$ cat src/rtl/adder_32_reg_if.sv
`default_nettype none
// ============================================================================
// Module   : adder_32_reg_if
// Brief    : Operand/result bundle for the registered 32-bit final adder.
// Revision : 1.0 - initial release
// ============================================================================
interface adder_32_reg_if;
    logic [31:0] A;
    logic [29:0] B;
    logic [31:0] C;

    modport master (output A, output B, input C);
    modport slave  (input A, input B, output C);
endinterface
`default_nettype wire

$ cat src/rtl/adder_32_reg.sv
`default_nettype none
// ============================================================================
// Module   : adder_32_reg
// Brief    : Registered C = A + {B, 2'b00}, two-level 4-bit-group CLA.
// Revision : 1.0 - initial release
// ============================================================================
module adder_32_reg (
    input  wire logic      clk,
    input  wire logic      rst,
    adder_32_reg_if.slave  bus
);

    localparam int c_UW  = 30;
    localparam int c_GW  = 4;
    localparam int c_NG  = (c_UW + c_GW - 1) / c_GW;

    // Carry out of the low n positions in flattened sum-of-products form.
    function automatic logic f_lookahead(
        input logic [7:0] g,
        input logic [7:0] p,
        input logic       cin,
        input int         n
    );
        logic c;
        logic t;
        c = cin;
        for (int k = 0; k < 8; k++) begin
            if (k < n) c = c & p[k];
        end
        for (int k = 0; k < 8; k++) begin
            if (k < n) begin
                t = g[k];
                for (int m = 0; m < 8; m++) begin
                    if (m > k && m < n) t = t & p[m];
                end
                c = c | t;
            end
        end
        return c;
    endfunction

    logic [c_UW-1:0] w_g;
    logic [c_UW-1:0] w_p;
    logic [c_UW-1:0] w_sum_hi;
    logic [c_NG-1:0] w_grp_g;
    logic [c_NG-1:0] w_grp_p;
    logic [c_NG-1:0] w_grp_c;
    logic [31:0]     r_c;

    assign w_g = bus.A[31:2] & bus.B;
    assign w_p = bus.A[31:2] ^ bus.B;

    generate
        for (genvar j = 0; j < c_NG; j++) begin : g_grp
            localparam int c_LO = j * c_GW;
            localparam int c_W  = (c_UW - c_LO < c_GW) ? (c_UW - c_LO) : c_GW;

            logic [7:0]     w_gv;
            logic [7:0]     w_pv;
            logic [c_W-1:0] w_bc;

            always_comb begin
                w_gv = '0;
                w_pv = '0;
                w_gv[c_W-1:0] = w_g[c_LO +: c_W];
                w_pv[c_W-1:0] = w_p[c_LO +: c_W];
            end

            assign w_grp_g[j] = f_lookahead(w_gv, w_pv, 1'b0, c_W);
            assign w_grp_p[j] = &w_pv[c_W-1:0];

            always_comb begin
                w_bc = '0;
                for (int i = 0; i < c_W; i++) begin
                    w_bc[i] = f_lookahead(w_gv, w_pv, w_grp_c[j], i);
                end
            end

            assign w_sum_hi[c_LO +: c_W] = w_pv[c_W-1:0] ^ w_bc;
        end
    endgenerate

    // Second-level lookahead: every group carry-in directly from group G/P.
    always_comb begin
        w_grp_c = '0;
        for (int j = 0; j < c_NG; j++) begin
            w_grp_c[j] = f_lookahead(8'(w_grp_g), 8'(w_grp_p), 1'b0, j);
        end
    end

    always_ff @(posedge clk) begin
        if (rst) begin
            r_c <= 32'h0000_0000;
        end else begin
            r_c <= {w_sum_hi, bus.A[1:0]};
        end
    end

    assign bus.C = r_c;

endmodule
`default_nettype wire

$ cat src/flat_wrapper.sv
// flat-port wrapper written by rule: the top's interface ports become plain ports
module adder_32_reg_flat 
  (clk, rst, bus_A, bus_B, bus_C);
  adder_32_reg_if bus_i ();
  input  wire logic clk;
  input  wire logic rst;
  input wire logic [$bits(bus_i.A)-1:0] bus_A;
  input wire logic [$bits(bus_i.B)-1:0] bus_B;
  output wire logic [$bits(bus_i.C)-1:0] bus_C;
  assign bus_i.A = bus_A;
  assign bus_i.B = bus_B;
  assign bus_C = bus_i.C;
  adder_32_reg u_core (.clk(clk), .rst(rst), .bus(bus_i));
endmodule
$ cat config.mk
export PLATFORM = sky130hd
export DESIGN_NAME = adder_32_reg_flat
export DESIGN_NICKNAME = d
export VERILOG_FILES = /design/src/rtl/adder_32_reg_if.sv /design/src/rtl/adder_32_reg.sv /design/src/flat_wrapper.sv
export SDC_FILE = /design/constraint.sdc
export NUM_CORES = 1
export LEC_CHECK = 0
export ABC_CLOCK_PERIOD_IN_PS = 2900
export BUFFER_PORTS_ARGS = -buffer_cell sky130_fd_sc_hd__buf_2
export CAP_MARGIN = 40
export CORE_MARGIN = 1
export CORE_UTILIZATION = 46
export CTS_BUF_LIST = sky130_fd_sc_hd__clkbuf_16
export CTS_CLUSTER_DIAMETER = 120
export CTS_CLUSTER_SIZE = 14
export DETAILED_ROUTE_END_ITERATION = 6
export PLACE_DENSITY = 0.8
export SLEW_MARGIN = 20
export SYNTH_ARGS = -nofsm -noshare
export SYNTH_HDL_FRONTEND = slang
export SYNTH_SLANG_ARGS = --single-unit
$ cat constraint.sdc
create_clock -name clk -period 2.9 [get_ports clk]
set_input_delay 0.145 -clock clk [delete_from_list [all_inputs] [get_ports clk]]
set_output_delay 0.145 -clock clk [all_outputs]
set_load 0.01 [all_outputs]
# --- Word-level counts from Yosys, hierarchy flattened ---
# Index checks and enable logic that the tools add are counted.
word_totals:
  input_bits: 64
  out_inout_bits: 32
  reg_bits: 32
  elab_cells: 181
op_classes:
  bitwise: 174
  n_reduce_logical: 6
ops:
  columns: ["operator", "count"]
  rows:
  - ["1-bit AND", 82]
  - ["1-bit bitwise OR", 82]
  - ["30-bit XOR", 1]
  - ["29-bit AND", 1]
  - ["4-bit XOR", 7]
  - ["4-bit AND reduction", 6]
  - ["2-bit XOR", 1]

# --- Depth between registers and ports, before layout ---
depth:
  word_depth: 24
  ltp_mapped: 13
  ltp_nobuf: 13

# --- Worst setup path after synthesis ---
# No wires, ideal clock.
synth_timing:
  path_kind: "input -> register"
  startpoint: "input port bus_B[1]"
  endpoint: "register u_core.r_c[21], in the netlist u_core.bus.C[21]"
  arrival_ns: 2.286
  stages: 13
  n_path_buf: 0
  path_slack_ns: 0.486
  path_cell_list: "ha_1 -> ha_1 -> o211ai_2 -> a21oi_1 -> or2_1 -> a21o_1 -> a21o_1 -> ha_1 -> o21ai_0 -> nand2b_1 -> a21oi_1 -> xor2_1 -> nor2_1"
synth_between:
  elab_chain_cells: 20
  elab_cells_between_ends: 23
  cone_classes: "bitwise: 23"
synth_rtl:
  columns: ["item", "line_no", "source"]
  rows:
  - ["start: declaration", "flat_wrapper.sv:8", "input wire logic [$bits(bus_i.B)-1:0] bus_B;"]
  - ["30-bit XOR", "adder_32_reg.sv:51", "assign w_p = bus.A[31:2] ^ bus.B;"]
  - ["1-bit AND (3 in a row)", "adder_32_reg.sv:34", "if (m > k && m < n) t = t & p[m];"]
  - ["1-bit bitwise OR (*) (3 in a row)", "adder_32_reg.sv:36", "c = c | t;"]
  - ["1-bit AND (*) (3 in a row)", "adder_32_reg.sv:34", null]
  - ["1-bit bitwise OR (*) (3 in a row)", "adder_32_reg.sv:36", null]
  - ["1-bit AND (*) (3 in a row)", "adder_32_reg.sv:28", "if (k < n) c = c & p[k];"]
  - ["1-bit bitwise OR (*) (3 in a row)", "adder_32_reg.sv:36", null]
  - ["4-bit XOR (*)", "adder_32_reg.sv:79", "assign w_sum_hi[c_LO +: c_W] = w_pv[c_W-1:0] ^ w_bc;"]
  - ["end signal: assignment", "adder_32_reg.sv:95", "r_c <= {w_sum_hi, bus.A[1:0]};"]
  - ["end: declaration", "adder_32_reg.sv:48", "logic [31:0] r_c;"]
# Mark *: on every way between the ends. The rest lies on a longest branch, timed or not.
# A chain may end at the register's enable or synchronous reset.

# --- Final worst setup path ---
# Same ends and word-level chain as after synthesis.

==> metrics.csv <==
metric,value,unit
status,"complete, no violations",
grt_max_degree,33,
grt_pass1_wl,6230,um
hold_ws,0.0927,ns
yosysTopAreaCellShare,32.7,%
hold_path_class,input port to flip-flop,
drt_first_iter_violations,22,
drt-vias-per-instance,4.89,
finalHoldViolCount,0,
min_period_over_period,84.8,%
ctsLongestPathBuffers,2,
crit_slowest_cell,ha_1,
drive_gt1_share,34.7,%
worstPathCellList,buf_2 -> ha_1 -> ha_1 -> o211ai_2 -> a21oi_1 -> or2_1 -> a21o_1 -> a21o_1 -> ha_1 -> o21ai_0 -> nand2b_1 -> a21oi_1 -> xor2_1 -> nor2_1,
min_from,bus_A[0],
pwr-share-comb,29.2,%
dp_slack,0.185,ns
port_buffers,95,
p_switching,0.375,mW
cts_resized,0,
max-cap-violations,0,
power.density,523,nW/um2
root_buffer,clkbuf_16,
synth-edff-count,0,
antenna_found_initial,0,
fin_ws,0.441,ns
antenna_cells,0,
synth_cells,200,
start_util,48.4,%
area_growth_syn_to_layout,34.0,%
clock.fmax,407,MHz
rsz0062_at_grt,no,
synthTopCellsByArea,"dfxtp_1 33%, ha_1 22%, fa_1 8.2%, xnor2_1 6.7%, a21oi_1 4.8%",
ir_drop,0.000361,V
critPathKind,input port to flip-flop,
hold_depth,2,
swShare,27.3,%
synth_fp_nets,307,
ant_nets,0,
setup_tns,0,ns
setup.worst_path.end_class,flip-flop,
finalSetupViolations,0,
htreeDepth,2,
leakagePower,1.34,nW
synth.largest_area_cell,dfxtp_1,
place.gp.congestion,0.747,
coreArea,4060,um2
dp_hpwl,3310,um
p_total,1.38,mW
rows,23,
cp_slowest_stage_delay,0.29,ns
synth-main-ff-cell,dfxtp_1,
synth_most_common_cell,ha_1,
cts.clk_slew.worst_paths,0.05,ns
multi_input_area,1310,um2
syn_area,1960,um2
ys_seq_area_share,32.7,%
yosysWarnings,0,
die_h,67.3,um
cp_max_fo,3,
worst_slew_pin_slew,0.567,ns
layout.nets,407,
routed_wirelength,3910,um
post_cts.repair.setup_buffers,0,
power_frac_seq,37.3,%
pwr-share-clk,33.6,%
track_usage,17.8,%
whs_endpoint,u_core.bus.C[0]$_SDFF_PP0_,
max_slew_margin,62.2,%
cp_common_cell,ha_1,
cp-start-kind,input port,
cts_buffers,5,
fillers,345,
wire_per_inst,11.2,um
synthTopCellsByCount,"35 x ha_1, 32 x dfxtp_1, 25 x nor2_1",
cp.arrival,2.59,ns
async_reset_ff_share,0,%
grt_pass1_vias,1580,
post-route-min-period,2.46,ns
cts.sinks,32,
die_x,67.3,um
firstDrtPassIters,4,
yosys_register_bits,32,
syn_area_per_cell,9.81,um2
cts_tree,yes,
synth_cell_types,23,
ctsHoldBuffers,0,
seq_area,641,um2
drc,0,
io_pins,96,
report.final.slew_viol_count,0,
route.vias.total,1712,
cp_data_required_time,3.04,ns
largest_reg_flops,32,
dieArea,4530,um2
grt_overflow,0,
p_int,1.00,mW
[critical path, delay by kind of cell]
kind | cells | cell delay, ns
compound gates | 6 | 1.05
fa+ha+maj | 3 | 0.69
buf+inv | 1 | 0.12
xor+xnor | 1 | 0.15
simple gates | 3 | 0.45
[routing by layer]
metal | global-route usage [%] | wire, um
met5 | 0 | 0
met4 | 5.59 | 78
met3 | 3.72 | 161
met2 | 33.5 | 2030
met1 | 19.8 | 1640
[metrics by stage]
| step | area (um2) | std cells | util, % |
|---|---|---|---|
| detailed placement | 2500 | 343 | 61.5 |
| global route | 2630 | 350 | 64.8 |
| global placement | 2500 | 343 | 61.5 |
| CTS | 2630 | 350 | 64.8 |
| finish | 2630 | 350 | 64.8 |
| floorplan | 1960 | 200 | - |
[final cells by class]
cell class                      count  share of cell area, %
Multi-Input combinational cell    164                   49.7
Sequential cell                    32                   24.4
Timing Repair Buffer               96                   18.4
Clock buffer                        5                   4.76
Tap cell                           50                   2.38
Clock inverter                      2                  0.286
Inverter                            1                  0.143
[cells by family (layout without fill, tap and decap cells)]
kind of cell             Yosys count  in the layout  share of synthesized area [%]
AND/OR/NAND/NOR                   59             59                           14.6
adder cells (fa/ha/maj)           43             43                           30.5
AO/OA/AOI/OAI                     40             40                           11.7
flip-flops                        32             32                           32.7
XOR/XNOR                          22             22                           9.82
buffers and inverters              4            104                          0.765
[worst max-delay path by stage]
stage / start / to / cells past startpoint
after floorplan: bus_B[1] / u_core.bus.C[21]$_SDFF_PP0_ / 13
after global placement: bus_B[1] / u_core.bus.C[21]$_SDFF_PP0_ / 14
after detailed placement: bus_B[1] / u_core.bus.C[21]$_SDFF_PP0_ / 14
after CTS: bus_B[1] / u_core.bus.C[21]$_SDFF_PP0_ / 14
after global routing: bus_B[1] / u_core.bus.C[21]$_SDFF_PP0_ / 14
final: bus_B[1] / u_core.bus.C[21]$_SDFF_PP0_ / 14
[power by group through the flow]
stage / clock (mW) / sequential, mW / combinational [mW]
after floorplan: 0 / 0.554 / 0.219
after global placement: 0 / 0.521 / 0.392
after detailed placement: 0 / 0.521 / 0.402
after CTS: 0.473 / 0.513 / 0.404
after global routing: 0.492 / 0.518 / 0.457
final: 0.462 / 0.512 / 0.401
[placed cells by master, fill, tap and decap left out]
| cell type | Yosys | layout |
|---|---|---|
| nand4_1 | 5 | 5 |
| buf_2 | 0 | 95 |
| or2_1 | 1 | 1 |
| nand2b_1 | 8 | 8 |
| o31a_1 | 1 | 1 |
| a21o_2 | 1 | 1 |
| inv_1 | 1 | 1 |
| o21ai_0 | 12 | 12 |
| o21ai_1 | 1 | 1 |
| dfxtp_1 | 32 | 32 |
| o211ai_2 | 1 | 1 |
| clkinv_1 | 0 | 2 |
| nor2_1 | 25 | 25 |
| xor2_1 | 7 | 7 |
| o21bai_1 | 1 | 1 |
| a21oi_2 | 1 | 1 |
| xnor2_1 | 15 | 15 |
| a21o_1 | 2 | 2 |
| nand2_1 | 8 | 8 |
| o211ai_1 | 1 | 1 |
| clkbuf_16 | 0 | 5 |
| nor2b_1 | 12 | 12 |
| buf_4 | 0 | 1 |
| fa_1 | 8 | 8 |
| a21oi_1 | 19 | 19 |
| ha_1 | 35 | 35 |
Note: power is estimated with default switching activity, not from simulation.
